===== src/rtl/mac_accum_unsigned_pkg.sv =====
// Shared unsigned fixed-point helpers: width math, MAC state encoding and
// a Q-format resize with fraction truncation and integer saturation.
package mac_accum_unsigned_pkg;

    localparam int FXP_MAXW = 128;

    typedef enum logic [0:0] {
        ACC = 1'b0,
        OUT = 1'b1
    } state_t;

    typedef struct packed {
        logic                ovf;
        logic [FXP_MAXW-1:0] data;
    } fxp_res_t;

    function automatic int clog2(input int n);
        int r;
        r = 1;
        for (int i = 1; i < 31; i++) begin
            if ((1 << i) < n) r = i + 1;
        end
        return r;
    endfunction

    // Value is Q(wi_in.wf_in) right-aligned in FXP_MAXW bits; the result is
    // Q(wi_out.wf_out) right-aligned, all ones when the integer part does not fit.
    function automatic fxp_res_t fxp_resize_sat(input logic [FXP_MAXW-1:0] val,
                                                input int wi_in, input int wf_in,
                                                input int wi_out, input int wf_out);
        logic [FXP_MAXW-1:0] frac_al;
        logic [FXP_MAXW-1:0] ipart;
        logic [FXP_MAXW-1:0] mask;
        fxp_res_t            r;
        mask  = (FXP_MAXW'(1) << (wi_out + wf_out)) - FXP_MAXW'(1);
        ipart = val >> wf_in;
        if (wf_out >= wf_in) frac_al = val << (wf_out - wf_in);
        else                 frac_al = val >> (wf_in - wf_out);
        r.ovf  = (ipart >> wi_out) != '0;
        r.data = r.ovf ? mask : (frac_al & mask);
        return r;
    endfunction

endpackage


===== src/rtl/fxp_resize_sat_unsigned.sv =====
// Combinational unsigned Q-format resize: truncate/pad fraction, saturate integer.
module fxp_resize_sat_unsigned
    import mac_accum_unsigned_pkg::*;
#(
    parameter int WII = 6,
    parameter int WIF = 46,
    parameter int WOI = 8,
    parameter int WOF = 24
) (
    input  logic [WII+WIF-1:0] din,
    output logic [WOI+WOF-1:0] dout,
    output logic               ovf
);

    localparam int WO = WOI + WOF;

    fxp_res_t              res;
    logic [FXP_MAXW-WO-1:0] unused_hi;

    always_comb begin
        res = fxp_resize_sat(FXP_MAXW'(din), WII, WIF, WOI, WOF);
    end

    assign dout      = res.data[WO-1:0];
    assign ovf       = res.ovf;
    assign unused_hi = res.data[FXP_MAXW-1:WO];

endmodule


===== src/rtl/mac_accum_unsigned.sv =====
// Accumulates N_TERMS unsigned products per result and emits the sum in
// Q(WIO.WFO). Handshakes: a transfer happens on a cycle where valid & ready.
module mac_accum_unsigned
    import mac_accum_unsigned_pkg::*;
#(
    parameter int WI      = 2,
    parameter int WF      = 46,
    parameter int N_TERMS = 16,
    parameter int WIO     = 8,
    parameter int WFO     = 24
) (
    input  logic                   CLK,
    input  logic                   RST,
    input  logic                   clr,
    input  logic [WI+WF-1:0]       in_data,
    input  logic                   in_valid,
    output logic                   in_ready,
    output logic [WIO+WFO-1:0]     out_data,
    output logic                   out_ovf,
    output logic                   out_valid,
    input  logic                   out_ready,
    output logic [clog2(N_TERMS)-1:0] term_cnt,
    output state_t                 dbg_state
);

    localparam int CW = clog2(N_TERMS);
    localparam int AW = WI + WF + CW;

    state_t                 state, state_nxt;
    logic [AW-1:0]          acc;
    logic [AW-1:0]          sum_nxt;
    logic [WIO+WFO-1:0]     fmt_data;
    logic                   fmt_ovf;
    logic                   beat;
    logic                   last;

    assign in_ready  = (state == ACC);
    assign out_valid = (state == OUT);
    assign dbg_state = state;
    assign beat      = in_valid & in_ready;
    assign last      = (term_cnt == CW'(N_TERMS - 1));
    assign sum_nxt   = acc + AW'(in_data);

    fxp_resize_sat_unsigned #(
        .WII (WI + CW),
        .WIF (WF),
        .WOI (WIO),
        .WOF (WFO)
    ) u_resize (
        .din  (sum_nxt),
        .dout (fmt_data),
        .ovf  (fmt_ovf)
    );

    always_comb begin
        state_nxt = state;
        if (clr) begin
            state_nxt = ACC;
        end else begin
            case (state)
                ACC:     if (beat && last) state_nxt = OUT;
                OUT:     if (out_ready)    state_nxt = ACC;
                default: state_nxt = ACC;
            endcase
        end
    end

    // The accumulator and counter are cleared on the closing beat, so they
    // already read zero while the result waits in OUT.
    always_ff @(posedge CLK or negedge RST) begin
        if (!RST) begin
            state    <= ACC;
            acc      <= '0;
            term_cnt <= '0;
            out_data <= '0;
            out_ovf  <= 1'b0;
        end else begin
            state <= state_nxt;
            if (clr) begin
                acc      <= '0;
                term_cnt <= '0;
            end else if (beat) begin
                if (last) begin
                    acc      <= '0;
                    term_cnt <= '0;
                    out_data <= fmt_data;
                    out_ovf  <= fmt_ovf;
                end else begin
                    acc      <= sum_nxt;
                    term_cnt <= term_cnt + CW'(1);
                end
            end
        end
    end

endmodule

===== config.mk =====
export PLATFORM = sky130hd
export DESIGN_NAME = mac_accum_unsigned
export DESIGN_NICKNAME = d
export VERILOG_FILES = /design/src/rtl/mac_accum_unsigned_pkg.sv /design/src/rtl/fxp_resize_sat_unsigned.sv /design/src/rtl/mac_accum_unsigned.sv
export SDC_FILE = /design/constraint.sdc
export NUM_CORES = 1
export LEC_CHECK = 0
export CORE_MARGIN = 3
export CORE_UTILIZATION = 60
export CTS_CLUSTER_SIZE = 8
export DETAILED_ROUTE_END_ITERATION = 7
export GPL_TIMING_DRIVEN = 0
export PLACE_DENSITY = 0.88
export SKIP_CTS_REPAIR_TIMING = 1
export SLEW_MARGIN = 10
export SYNTH_ARGS = -nofsm -noshare
export SYNTH_HDL_FRONTEND = slang
export SYNTH_SLANG_ARGS = --single-unit

===== constraint.sdc =====
create_clock -name CLK -period 8.75 [get_ports CLK]
set_clock_uncertainty 0.1 [all_clocks]
set_input_delay 2.625 -clock CLK [delete_from_list [all_inputs] [get_ports CLK]]
set_output_delay 2.625 -clock CLK [all_outputs]
set_load 0.01 [all_outputs]

# Word-level counts from Yosys, hierarchy flattened
# Index checks and enable logic that the tools add are counted.
[word_totals]
input_bits = 53
romBits = 0
regBits = 87
latchBits = 0
word_cells = 23
memories = 0
ramBits = 0
output_inout_bits = 40
[op_classes]
n_eq_ne = 1
div_mod_pow = 0
n_reduce_logical = 3
magnitude_cmp = 0
shifts = 0
mux = 10
add_sub_neg = 2
multipliers = 0
bitwise_logic = 3
[ops]
columns = ["cell", "n"]
rows = [
  ["$mux 52", 3],
  ["$add 52x48->52", 1],
  ["$mux 4", 3],
  ["$add 4x1->4 const B", 1],
  ["$eq 4x4->1 const B", 1],
  ["$mux 1", 3],
  ["$reduce_and 3->1", 1],
  ["$not 1->1", 2],
  ["$pmux 1 s2", 1],
  ["$reduce_bool 2->1", 1],
  ["$and 1x1->1", 1],
  ["$logic_and 1x1->1", 1],
]

# Longest topological paths before layout
# Gate-level depths: netlist (run 1).
[depth]
depth_word = 6
ltp_mapped = 12
ltp_nobuf = 12

# Cells and area by module
# A second synthesis (run 1) with hierarchy kept.
[unflattened]
cells_unflattened = 745
area_unflattened_um2 = 6957.9
[modules_own_cells]
columns = ["module", "seq_area_each_um2", "cells_each", "n_inst", "area_per_inst_um2"]
rows = [
  ["mac_accum_unsigned", 2252.2, 711, 1, 6706.4],
  ["fxp_resize_sat_unsigned", 0.0, 34, 1, 251.5],
]

# Worst setup path before layout (run 1)
# Ideal clock, no wire load.
[synth_timing]
kind = "input-to-reg"
from = "input port in_data[3]"
to = "register acc[49]"
t_arrival_ns = 4.829
required_ns = 8.530
path_buffers = 0
stages = 10
setup_slack_ns = 3.701
setup_time_ns = 0.120
cell_sequence = "ha_1 -> a21oi_1 -> nor2b_1 -> or3_1 -> a21oi_1 -> o31ai_2 -> a31oi_2 -> o31ai_2 -> a32o_1 -> a31o_2"
[synth_via]
elab_chain_cells = 4
[synth_rtl]
columns = ["element", "line_no", "text"]
rows = [
  ["start, declared", "mac_accum_unsigned.sv:15", "input logic [WI+WF-1:0] in_data,"],
  ["$add 52x48->52", "mac_accum_unsigned.sv:42", "assign sum_nxt = acc + AW'(in_data);"],
  ["$mux 52", "mac_accum_unsigned.sv:83", "if (last) begin"],
  ["$mux 52", "mac_accum_unsigned.sv:82", "end else if (beat) begin"],
  ["$mux 52", "mac_accum_unsigned.sv:79", "if (clr) begin"],
  ["end signal, assigned", "mac_accum_unsigned.sv:89", "acc <= sum_nxt;"],
  ["end, declared", "mac_accum_unsigned.sv:30", "logic [AW-1:0] acc;"],
]
# No other way between the ends. The select of a mux whose other input is x is not followed.
# A chain may end at the register's enable or synchronous reset.

# Worst setup path after layout (run 1)
[layout_timing]
from = "input port in_data[3]"
to = "register out_data[27]"
[layout_via]
elab_chain_cells = 1
[layout_rtl]
columns = ["element", "line_no", "text"]
rows = [
  ["$add 52x48->52", "mac_accum_unsigned.sv:42", ""],
  ["end signal, assigned", "mac_accum_unsigned.sv:86", "out_data <= fmt_data;"],
  ["end, declared", "mac_accum_unsigned.sv:18", "output logic [WIO+WFO-1:0] out_data,"],
]
# No other way between the ends.

==> results of run 1 <==
placed cells by master, fill, tap and decap left out, drive strengths merged, types with 9 or more instances in the layout:
cell type / instances
a21o: 15
a21oi: 57
a22o: 27
buf: 17
clkbuf: 35
clkdlybuf4s50: 87
dfrtp: 87
ha: 49
inv: 17
mux2: 15
nand2: 106
nand3: 9
nand4: 20
nor2: 26
nor2b: 11
nor3: 13
o21ai: 58
o21bai: 9
or3: 12
xnor2: 25
xor2: 22
path summary, 6_finish.rpt:
| kind | to | slack [ns] |
|---|---|---|
| hold reg to reg | out_data[4] | 0.38 |
| hold / removal | out_data[4] | 0.38 |
| max in group asynchronous | acc[11] | 5.81 |
| setup / recovery | out_data[27] | 2.96 |
| setup reg to reg | out_data[27] | 5.23 |
| min in group asynchronous | out_data[5] | 2.11 |
cells in the mapped netlist (all sizes together) (2+ instances only):
cell and number:
nand2b 5, dfrtp 87, a2111oi 2, or3 12, a22o 27, ha 49
xor2 22, a32o 2, o31ai 8, clkbuf 23, inv 16, a211oi 5
nor3 13, a41oi 4, o41ai 2, xnor2 25, and3 5, clkdlybuf4s15 2
mux2 15, a21boi 2, a22oi 4, a21oi 57, o21a 5, nand4 20
and2 7, o22ai 3, o211ai 4, buf 15, a21o 15, a31o 3
nand3 9, o21ai 58, nor2b 11, o21bai 9, a31oi 7, nand2 106
nor3b 3, nor2 26
state kept, by name, summed over array words and instances, names as in the netlist:
register and flops:
term_cnt 4, dbg_state 1, acc 52, out_data 30
per-stage QoR:
| stage | area [um^2] | power, mW | cells | hold slack, ns |
|---|---|---|---|---|
| final | 7585 | 1.355 | 940 | 0.3810 |
| after global placement | 7328 | 0.9884 | 923 | 0.3588 |
| after floorplan | 6281 | 0.8670 | 702 | 0.3536 |
| after detailed placement | 7353 | 1.010 | 924 | 0.3623 |
| after global routing | 7585 | 1.436 | 940 | 0.4147 |
| after CTS | 7585 | 1.350 | 940 | 0.3861 |
layout make-up:
| class | count | area [um^2] |
|---|---|---|
| buffer | 42 | 279.0 |
| clock buffer | 12 | 155.1 |
| clock inverter | 4 | 76.32 |
| fill | 730 | 2370 |
| inverter | 16 | 60.06 |
| multi-input combinational | 557 | 3765 |
| sequential | 87 | 2177 |
| tap | 133 | 166.4 |
| timing repair buffer | 89 | 905.9 |
power by group through the flow:
stage                     clock network, mW  registers [mW]  logic, mW
after global placement                    0           0.469      0.520
after floorplan                           0           0.464      0.403
after CTS                             0.342           0.463      0.544
final                                 0.336           0.464      0.555
after global routing                  0.359           0.468      0.609
after detailed placement                  0           0.470      0.539
per-layer routing:
layer | vias to the layer above | share of wire, %
met3 | 37 | 7.0
met1 | 2805 | 43
met5 | - | 0
met2 | 271 | 47
li1 | 2741 | -
met4 | 0 | 2.4
critical path, stage by stage:
cell and delay (ns):
sky130_fd_sc_hd__clkdlybuf4s50_1 0.41, sky130_fd_sc_hd__ha_1 0.38, sky130_fd_sc_hd__a21oi_1 0.09, sky130_fd_sc_hd__nor2b_1 0.17
sky130_fd_sc_hd__or3_1 0.26, sky130_fd_sc_hd__a21oi_1 0.19, sky130_fd_sc_hd__o31ai_2 0.57, sky130_fd_sc_hd__a31oi_2 0.30
sky130_fd_sc_hd__o31ai_2 0.55, sky130_fd_sc_hd__mux2_2 0.40, sky130_fd_sc_hd__nand2_1 0.06
kinds of logic (layout without fill, tap and decap cells):
family / Yosys count / count (layout) / share of synthesized area, %
buffers and inverters: 58 / 163 / 5.405
and+or+nand+nor: 217 / 217 / 16.25
adders and majority gates: 50 / 50 / 10.09
other: 1 / 3 / 0.05978
AOI/OAI and AO/OA: 224 / 224 / 24.07
DFF: 87 / 87 / 34.70
muxes: 16 / 16 / 2.852
xor gates and xnor gates: 47 / 47 / 6.562
==> impl_metrics.csv, run 1 <==
group,metric,value,unit
logic_synthesis,netlist.area_leader.share,34.70,%
global_route,initial_antenna_violation_count,0,
logic_synthesis,synthCells,700,
cts,clk_latency_worst_skew_pair,0.38,ns
die,fp.coreArea,9955,um^2
drt,detail_route.wl_per_cell,18.51,um
logic_synthesis,synthTopCellsByArea,"sky130_fd_sc_hd__dfrtp_1 (35%), sky130_fd_sc_hd__ha_1 (9.8%), sky130_fd_sc_hd__nand2_1 (6.3%)",
die,floorplan.initialDensity,63.02,%
sta,period_share,66.15,%
sta,min_period,5.788,ns
pwr,cell_internal_pwr,0.8497,mW
logic_synthesis,number_of_synthesized_register_bits,87,
drt,post-route-drc-count,0,
global_route,grt_overflow_total,0,
logic_synthesis,synth_sequential_area_ratio,34.70,%
global_route,gr-usage-all-layers,30.96,%
drt,dr.first_iter.drc_count,476,
logic_synthesis,yosys.area.top_type,"sky130_fd_sc_hd__dfrtp_1",
cts,deepest_level_of_the_cts_h_tree,3,
worst_setup_path,cp.arrival,6.01,ns
logic_synthesis,yosys_warnings,0,
outcome,status,"complete, no violations",
min_path,min_path_cells,2,
die,std_cell_rows,36,
pwr,vdd_ir_drop_max,127.2,uV
layout,drive_above_1_share,9.418,%
drt,route.detailed.vias_per_inst,6.228,
worst_setup_path,start_kind,"input port",
die,x_dimension_of_the_die,108.3,um
drt,via_count,5854,
drt,drt-pass1-iter-count,5,
cts,clock_tree.buffer_depth,2,
placement,dpl_worst_slack,2.645,ns
global_route,grt.met3_usage,5.612,%
worst_setup_path,end_kind,"flip-flop",
min_path,worst_hold_startpoint,"out_data[4]",
pwr,share_comb_of_total_power,41.0,%
worst_setup_path,crit_required,8.98,ns
sta,maxSlewViolCount,0,
sta,grt_setup_unrepaired,"false",
sta,tns,0,ns
logic_synthesis,synthesis.area,6274,um^2
sta,timing.slew.headroom,44.83,%
cts,cts_num_sinks,87,
sta,finalHoldViolCount,0,
logic_synthesis,synth.avg_cell_area,8.962,um^2
pwr,static-leakage-power,3.437,nW
logic_synthesis,postSynth.topFlopCell,"sky130_fd_sc_hd__dfrtp_1",
worst_setup_path,reg2reg_depth,10,
cts,clk_pin_slew_worst_paths,0.10,ns
pwr,part_of_the_total_power_dissipated_in_sequential_elements,34.2,%
cts,tritoncts,"yes",
placement,hpwl_after_detailed_placement,13.36,mm
die,die_h,108.3,um
placement,routabilityCongestion,0.9935,
pwr,netSwitchingPower,0.5056,mW
pwr,power_density,178.7,nW/um^2
drt,routed_wl,17.40,mm
global_route,grtUsageMet2,51.15,%
cts,cts_inserted_buffers,9,
global_route,grt_most_used_layer,"met2",
pwr,power.share.switching,37.31,%
logic_synthesis,asyncSetResetFlopFracSynth,100.0,%
pwr,p_clk_share,24.8,%
layout,flow.area_growth_from_synthesis,20.90,%
logic_synthesis,ys_types,68,
global_route,grtUsageMet1,41.33,%
drt,ant_nets,0,
logic_synthesis,synth_edf_count,0,
worst_setup_path,timing.critical_path.from,"in_data[3]",
global_route,grt_start_max_net_pins,52,
die,ios,93,
worst_setup_path,kind_of_critical_path,"input port to flip-flop",
run,drv_cap,0,
min_path,hold_path.class,"flip-flop to flip-flop",
sta,worst_slack,2.962,ns
sta,fmax,172.8,MHz
layout,final_net_count,905,
sta,worstMarginPinSlew,0.8245,ns
global_route,wire_length_of_the_first_global_routing_pass,28.70,mm
layout,layout.core_utilization,76.19,%
placement,port_buffers,88,
global_route,grt_pass1_vias,5800,
layout,antennaDiodeCount,0,
sta,setup_viol_count_final,0,
worst_setup_path,worst-path-max-fanout,6,
die,die_footprint,11720,um^2
cts,cts_root_buffer,"sky130_fd_sc_hd__clkbuf_8",
worst_setup_path,worstReg2RegStart,"acc[3]",
Power figures use the tool's default switching activity.
==> run 2: changes to the inputs <==
--- a/config.mk
+++ b/config.mk
@@ -6,11 +6,11 @@
 export NUM_CORES = 1
 export LEC_CHECK = 0
 export CORE_MARGIN = 3
-export CORE_UTILIZATION = 60
+export CORE_UTILIZATION = 50
 export CTS_CLUSTER_SIZE = 8
 export DETAILED_ROUTE_END_ITERATION = 7
 export GPL_TIMING_DRIVEN = 0
-export PLACE_DENSITY = 0.88
+export PLACE_DENSITY = 0.78
 export SKIP_CTS_REPAIR_TIMING = 1
 export SLEW_MARGIN = 10
 export SYNTH_ARGS = -nofsm -noshare
==> constraint.sdc (replaced) <==
create_clock -name CLK -period 4.8 [get_ports CLK]
set_clock_uncertainty 0.1 [all_clocks]
set_input_delay 1.44 -clock CLK [delete_from_list [all_inputs] [get_ports CLK]]
set_output_delay 1.44 -clock CLK [all_outputs]
set_load 0.01 [all_outputs]
==> impl_metrics.csv, run 2 (same netlist as run 1, synthesis figures left out) <==
group,metric,value,unit
sta,min_period,4.548,ns
drt,post-route-drc-count,0,
sta,fmax,219.9,MHz
sta,timing.slew.headroom,48.88,%
sta,maxSlewViolCount,0,
global_route,gr-usage-all-layers,24.67,%
min_path,hold_path.class,"flip-flop to flip-flop",
cts,clk_pin_slew_worst_paths,0.07,ns
outcome,status,"complete, no violations",
drt,ant_nets,0,
layout,final.fill_count,1047,
drt,via_count,5692,
cts,clock_tree.buffer_depth,2,
die,die_footprint,13930,um^2
run,drv_cap,0,
placement,port_buffers,88,
placement,hpwl_after_detailed_placement,12.90,mm
layout,multiInputGateArea,3765,um^2
cts,cts_root_buffer,"sky130_fd_sc_hd__clkbuf_16",
die,ios,93,
worst_setup_path,start_kind,"input port",
die,floorplan.initialDensity,51.58,%
pwr,power_density,329.8,nW/um^2
drt,routed_wl,16.78,mm
pwr,vdd_ir_drop_max,177.9,uV
cts,cts_num_sinks,87,
worst_setup_path,cp.arrival,4.69,ns
layout,final_common_cell,"sky130_fd_sc_hd__nand2_1",
layout,largest_register,"acc",
layout,regArea,2177,um^2
global_route,grt_pass1_vias,5600,
die,die_h,118.0,um
sta,setup_viol_count_final,0,
die,x_dimension_of_the_die,118.0,um
layout,layout_top_registers,"acc: 52 flops, out_data: 30 flops, term_cnt: 4 flops",
cts,cts_inserted_buffers,9,
die,fp.coreArea,12160,um^2
drt,route.detailed.vias_per_inst,5.838,
sta,period_share,94.75,%
sta,finalHoldViolCount,0,
cts,tritoncts,"yes",
layout,most-common-layout-cells,"sky130_fd_sc_hd__nand2_1 (106), sky130_fd_sc_hd__dfrtp_1 (87), sky130_fd_sc_hd__clkdlybuf4s50_1 (87)",
drt,detail_route.wl_per_cell,17.21,um
layout,final_net_count,905,
sta,worst_slack,0.2520,ns
worst_setup_path,crit_required,4.94,ns
global_route,wire_length_of_the_first_global_routing_pass,28.25,mm
layout,drive_above_1_share,9.418,%
sta,worstMarginPinSlew,0.7668,ns
placement,dpl_worst_slack,-0.05871,ns
global_route,initial_antenna_violation_count,0,
cts,deepest_level_of_the_cts_h_tree,3,
worst_setup_path,kind_of_critical_path,"input port to flip-flop",
global_route,grt_overflow_total,0,
die,std_cell_rows,40,
drt,drt-pass1-iter-count,7,
worst_setup_path,end_kind,"flip-flop",
layout,antennaDiodeCount,0,
pwr,static-leakage-power,3.465,nW
global_route,grt_start_max_net_pins,58,
drt,dr.first_iter.drc_count,357,
cts,clk_latency_worst_skew_pair,0.36,ns
worst_setup_path,worst-path-max-fanout,8,
placement,routabilityCongestion,1.007,
layout,layout.core_utilization,63.23,%
sta,grt_setup_unrepaired,"false",
layout,largest_register_ffs,52,
layout,flow.area_growth_from_synthesis,22.58,%
run 2: path summary, 6_finish.rpt:
path,from,end,slack (ns),cells after the start
worst max-delay path,in_data[25],out_data[22],0.25,12
worst min-delay path,out_data[5],out_data[5],0.37,2
worst max register to register,acc[17],out_data[17],1.41,11
worst min register to register,out_data[5],out_data[5],0.37,2
max in group asynchronous,RST,acc[7],3.04,2
min in group asynchronous,RST,acc[34],0.93,1
run 2: metal layers:
metal | global-route usage (%) | wire (um) | vias to the layer above
met3 | 3.892 | 927 | 24
met5 | 0 | 0 | -
li1 | - | - | 2748
met2 | 38.88 | 7615 | 190
met4 | 8.498 | 343 | 0
met1 | 34.62 | 7894 | 2730
run 2: critical path: stages:
cell and delay (ns):
sky130_fd_sc_hd__clkdlybuf4s50_1 0.46, sky130_fd_sc_hd__ha_1 0.31, sky130_fd_sc_hd__clkbuf_1 0.19, sky130_fd_sc_hd__a21oi_1 0.23, sky130_fd_sc_hd__nor2b_1 0.07, sky130_fd_sc_hd__o21a_1 0.17, sky130_fd_sc_hd__a2111oi_0 0.63, sky130_fd_sc_hd__nand2_1 0.10
sky130_fd_sc_hd__o21ai_0 0.45, sky130_fd_sc_hd__o31ai_1 0.18, sky130_fd_sc_hd__xor2_1 0.19, sky130_fd_sc_hd__mux2_2 0.28
run 2: cell type report:
type                            count  area share [%]
Multi-Input combinational cell    557           48.96
Sequential cell                    87           28.31
Timing Repair Buffer               89           11.78
Buffer                             42           3.628
Clock buffer                       12           3.336
Tap cell                          168           2.733
Inverter                           16          0.7810
Clock inverter                      4          0.4719
run 2: per-stage QoR:
stage | TNS, ns | hold slack, ns | power (mW) | instances | area [um^2]
floorplan | 0 | 0.3536 | 1.580 | 702 | 6281
global route | 0 | 0.4126 | 2.698 | 975 | 7690
finish | 0 | 0.3736 | 2.536 | 975 | 7690
detailed placement | -0.1134 | 0.3616 | 1.831 | 959 | 7397
global placement | -85.13 | 0.3561 | 1.811 | 958 | 7372
CTS | 0 | 0.3816 | 2.539 | 975 | 7690
run 2: report_power, final:
group / internal (mW) / switching (mW) / total (mW)
combinational: 0.423 / 0.571 / 0.994
sequential: 0.802 / 0.0423 / 0.844
clock: 0.386 / 0.312 / 0.698
total: 1.61 / 0.925 / 2.54
==> run 3: changes to the inputs <==
--- a/config.mk
+++ b/config.mk
@@ -10,7 +10,7 @@
 export CTS_CLUSTER_SIZE = 8
 export DETAILED_ROUTE_END_ITERATION = 7
 export GPL_TIMING_DRIVEN = 0
-export PLACE_DENSITY = 0.78
+export PLACE_DENSITY = 0.88
 export SKIP_CTS_REPAIR_TIMING = 1
 export SLEW_MARGIN = 10
 export SYNTH_ARGS = -nofsm -noshare
==> impl_metrics.csv, run 3 (same netlist as run 1, synthesis figures left out) <==
group,metric,value,unit
pwr,cell_internal_pwr,1.651,mW
die,die_h,118.0,um
sta,finalHoldViolCount,0,
layout,final_common_cell,"sky130_fd_sc_hd__nand2_1",
worst_setup_path,start_kind,"input port",
layout,final.fill_count,1066,
cts,clk_latency_worst_skew_pair,0.36,ns
sta,fmax,222.1,MHz
global_route,gr-usage-all-layers,23.65,%
global_route,grtUsageMet2,36.58,%
drt,via_count,5703,
global_route,initial_antenna_violation_count,0,
placement,dpl_worst_slack,-0.06276,ns
outcome,status,"complete, no violations",
worst_setup_path,kind_of_critical_path,"input port to flip-flop",
drt,route.detailed.vias_per_inst,5.849,
pwr,netSwitchingPower,0.9278,mW
die,ios,93,
sta,whs,0.3806,ns
drt,detail_route.wl_per_cell,16.90,um
drt,post-route-drc-count,0,
min_path,hold_path.class,"flip-flop to flip-flop",
sta,min_period,4.503,ns
sta,setup_viol_count_final,0,
pwr,share_comb_of_total_power,38.4,%
sta,maxSlewViolCount,0,
global_route,grt_overflow_total,0,
global_route,grt_pass1_vias,5369,
worst_setup_path,cp.arrival,4.65,ns
pwr,vdd_ir_drop_max,170.5,uV
global_route,grt_most_used_layer,"met2",
layout,drive_above_1_share,9.542,%
drt,drt-pass1-iter-count,5,
drt,routed_wl,16.48,mm
worst_setup_path,worst-path-max-fanout,8,
pwr,part_of_the_total_power_dissipated_in_sequential_elements,32.8,%
die,fp.coreArea,12160,um^2
layout,largest_register,"acc",
sta,grt_setup_unrepaired,"false",
layout,most-common-layout-cells,"sky130_fd_sc_hd__nand2_1 (106), sky130_fd_sc_hd__dfrtp_1 (87), sky130_fd_sc_hd__clkdlybuf4s50_1 (87)",
cts,cts_root_buffer,"sky130_fd_sc_hd__clkbuf_16",
worst_setup_path,timing.critical_path.slowest_cell_delay,0.54,ns
global_route,grtUsageMet1,33.40,%
worst_setup_path,end_kind,"flip-flop",
layout,fin_cells,975,
cts,clk_pin_slew_worst_paths,0.07,ns
worst_setup_path,timing.critical_path.depth,12,
cts,tritoncts,"yes",
placement,hpwl_after_detailed_placement,12.45,mm
layout,largest_register_ffs,52,
worst_setup_path,worst-path-buf-inv,2,
worst_setup_path,cp_cell_sequence,"clkdlybuf4s50_1 -> ha_1 -> clkbuf_1 -> a21oi_1 -> nor2b_1 -> o21a_1 -> a2111oi_1 -> nand2_1 -> o21ai_0 -> o31ai_1 -> xor2_1 -> mux2_2",
layout,stdcell_area,7710,um^2
pwr,power.share.switching,35.97,%
drt,dr.first_iter.drc_count,348,
cts,clock_tree.buffer_depth,2,
global_route,grt_start_max_net_pins,59,
sta,tns,0,ns
pwr,static-leakage-power,3.479,nW
worst_setup_path,crit_required,4.94,ns
layout,layout_top_registers,"acc: 52 flops, out_data: 30 flops, term_cnt: 4 flops",
pwr,power_density,334.5,nW/um^2
sta,worst_slack,0.2967,ns
sta,period_share,93.82,%
min_path,min_path_cells,2,
run,drv_cap,0,
layout,antennaDiodeCount,0,
placement,numPlacedInstances,959,
die,floorplan.initialDensity,51.58,%
placement,routabilityCongestion,0.9610,
die,die_footprint,13930,um^2
cts,cts_inserted_buffers,9,
worst_setup_path,reg2reg_depth,10,
die,std_cell_rows,40,
global_route,grt.met3_usage,3.988,%
layout,final_net_count,905,
placement,port_buffers,88,
sta,timing.slew.headroom,47.20,%
worst_setup_path,cpLargestDelayFamily,"compound AO/OA/AOI/OAI gates",
pwr,p_clk_share,28.8,%
worst_setup_path,worst_path_max_delay_cell,"sky130_fd_sc_hd__a2111oi_1",
cts,deepest_level_of_the_cts_h_tree,3,
drt,ant_nets,0,
placement,post_dp_cell_area,7397,um^2
sta,worstMarginPinSlew,0.7920,ns
layout,flow.area_growth_from_synthesis,22.90,%
global_route,wire_length_of_the_first_global_routing_pass,26.99,mm
cts,cts_num_sinks,87,
die,x_dimension_of_the_die,118.0,um
-- run 3: stage by stage --
step	util (%)	total power [mW]
2_1_floorplan	-	1.580
3_3_place_gp	60.62	1.801
3_5_place_dp	60.82	1.824
4_1_cts	63.38	2.570
5_1_grt	63.40	2.727
6_report	63.40	2.579
-- run 3: final timing paths --
kind,from,endpoint,slack [ns]
worst min register to register,out_data[9],out_data[9],0.38
worst max register to register,acc[3],out_data[27],1.43
max in group asynchronous,RST,acc[9],3.06
worst max-delay path,in_data[25],out_data[22],0.30
min in group asynchronous,RST,out_data[12],0.91
worst min-delay path,out_data[9],out_data[9],0.38
-- run 3: worst min-delay path: cells and delay by family, from the launching register on --
family        cells  cell delay, ns
simple gates      2            0.11
flops             1            0.34
-- run 3: power by group through the flow --
stage | Sequential, mW | Combinational (mW) | Clock [mW]
floorplan | 0.846 | 0.735 | 0
detailed placement | 0.856 | 0.968 | 0
global route | 0.854 | 1.10 | 0.775
CTS | 0.845 | 0.978 | 0.746
global placement | 0.854 | 0.947 | 0
finish | 0.846 | 0.991 | 0.743
-- run 3: per-layer routing --
layer | part of all wire (%) | vias to the layer above
li1 | - | 2741
met1 | 44 | 2691
met5 | 0 | -
met3 | 7.0 | 33
met4 | 2.5 | 0
met2 | 46 | 238
-- run 3: layout make-up --
type	instances	area, um^2	share of cell area, %
Tap cell	168	210.2	2.726
Multi-Input combinational cell	557	3766	48.85
Timing Repair Buffer	89	905.9	11.75
Buffer	42	279.0	3.619
Sequential cell	87	2177	28.24
Clock inverter	6	72.57	0.9413
Inverter	16	60.06	0.7790
Clock buffer	10	239.0	3.100
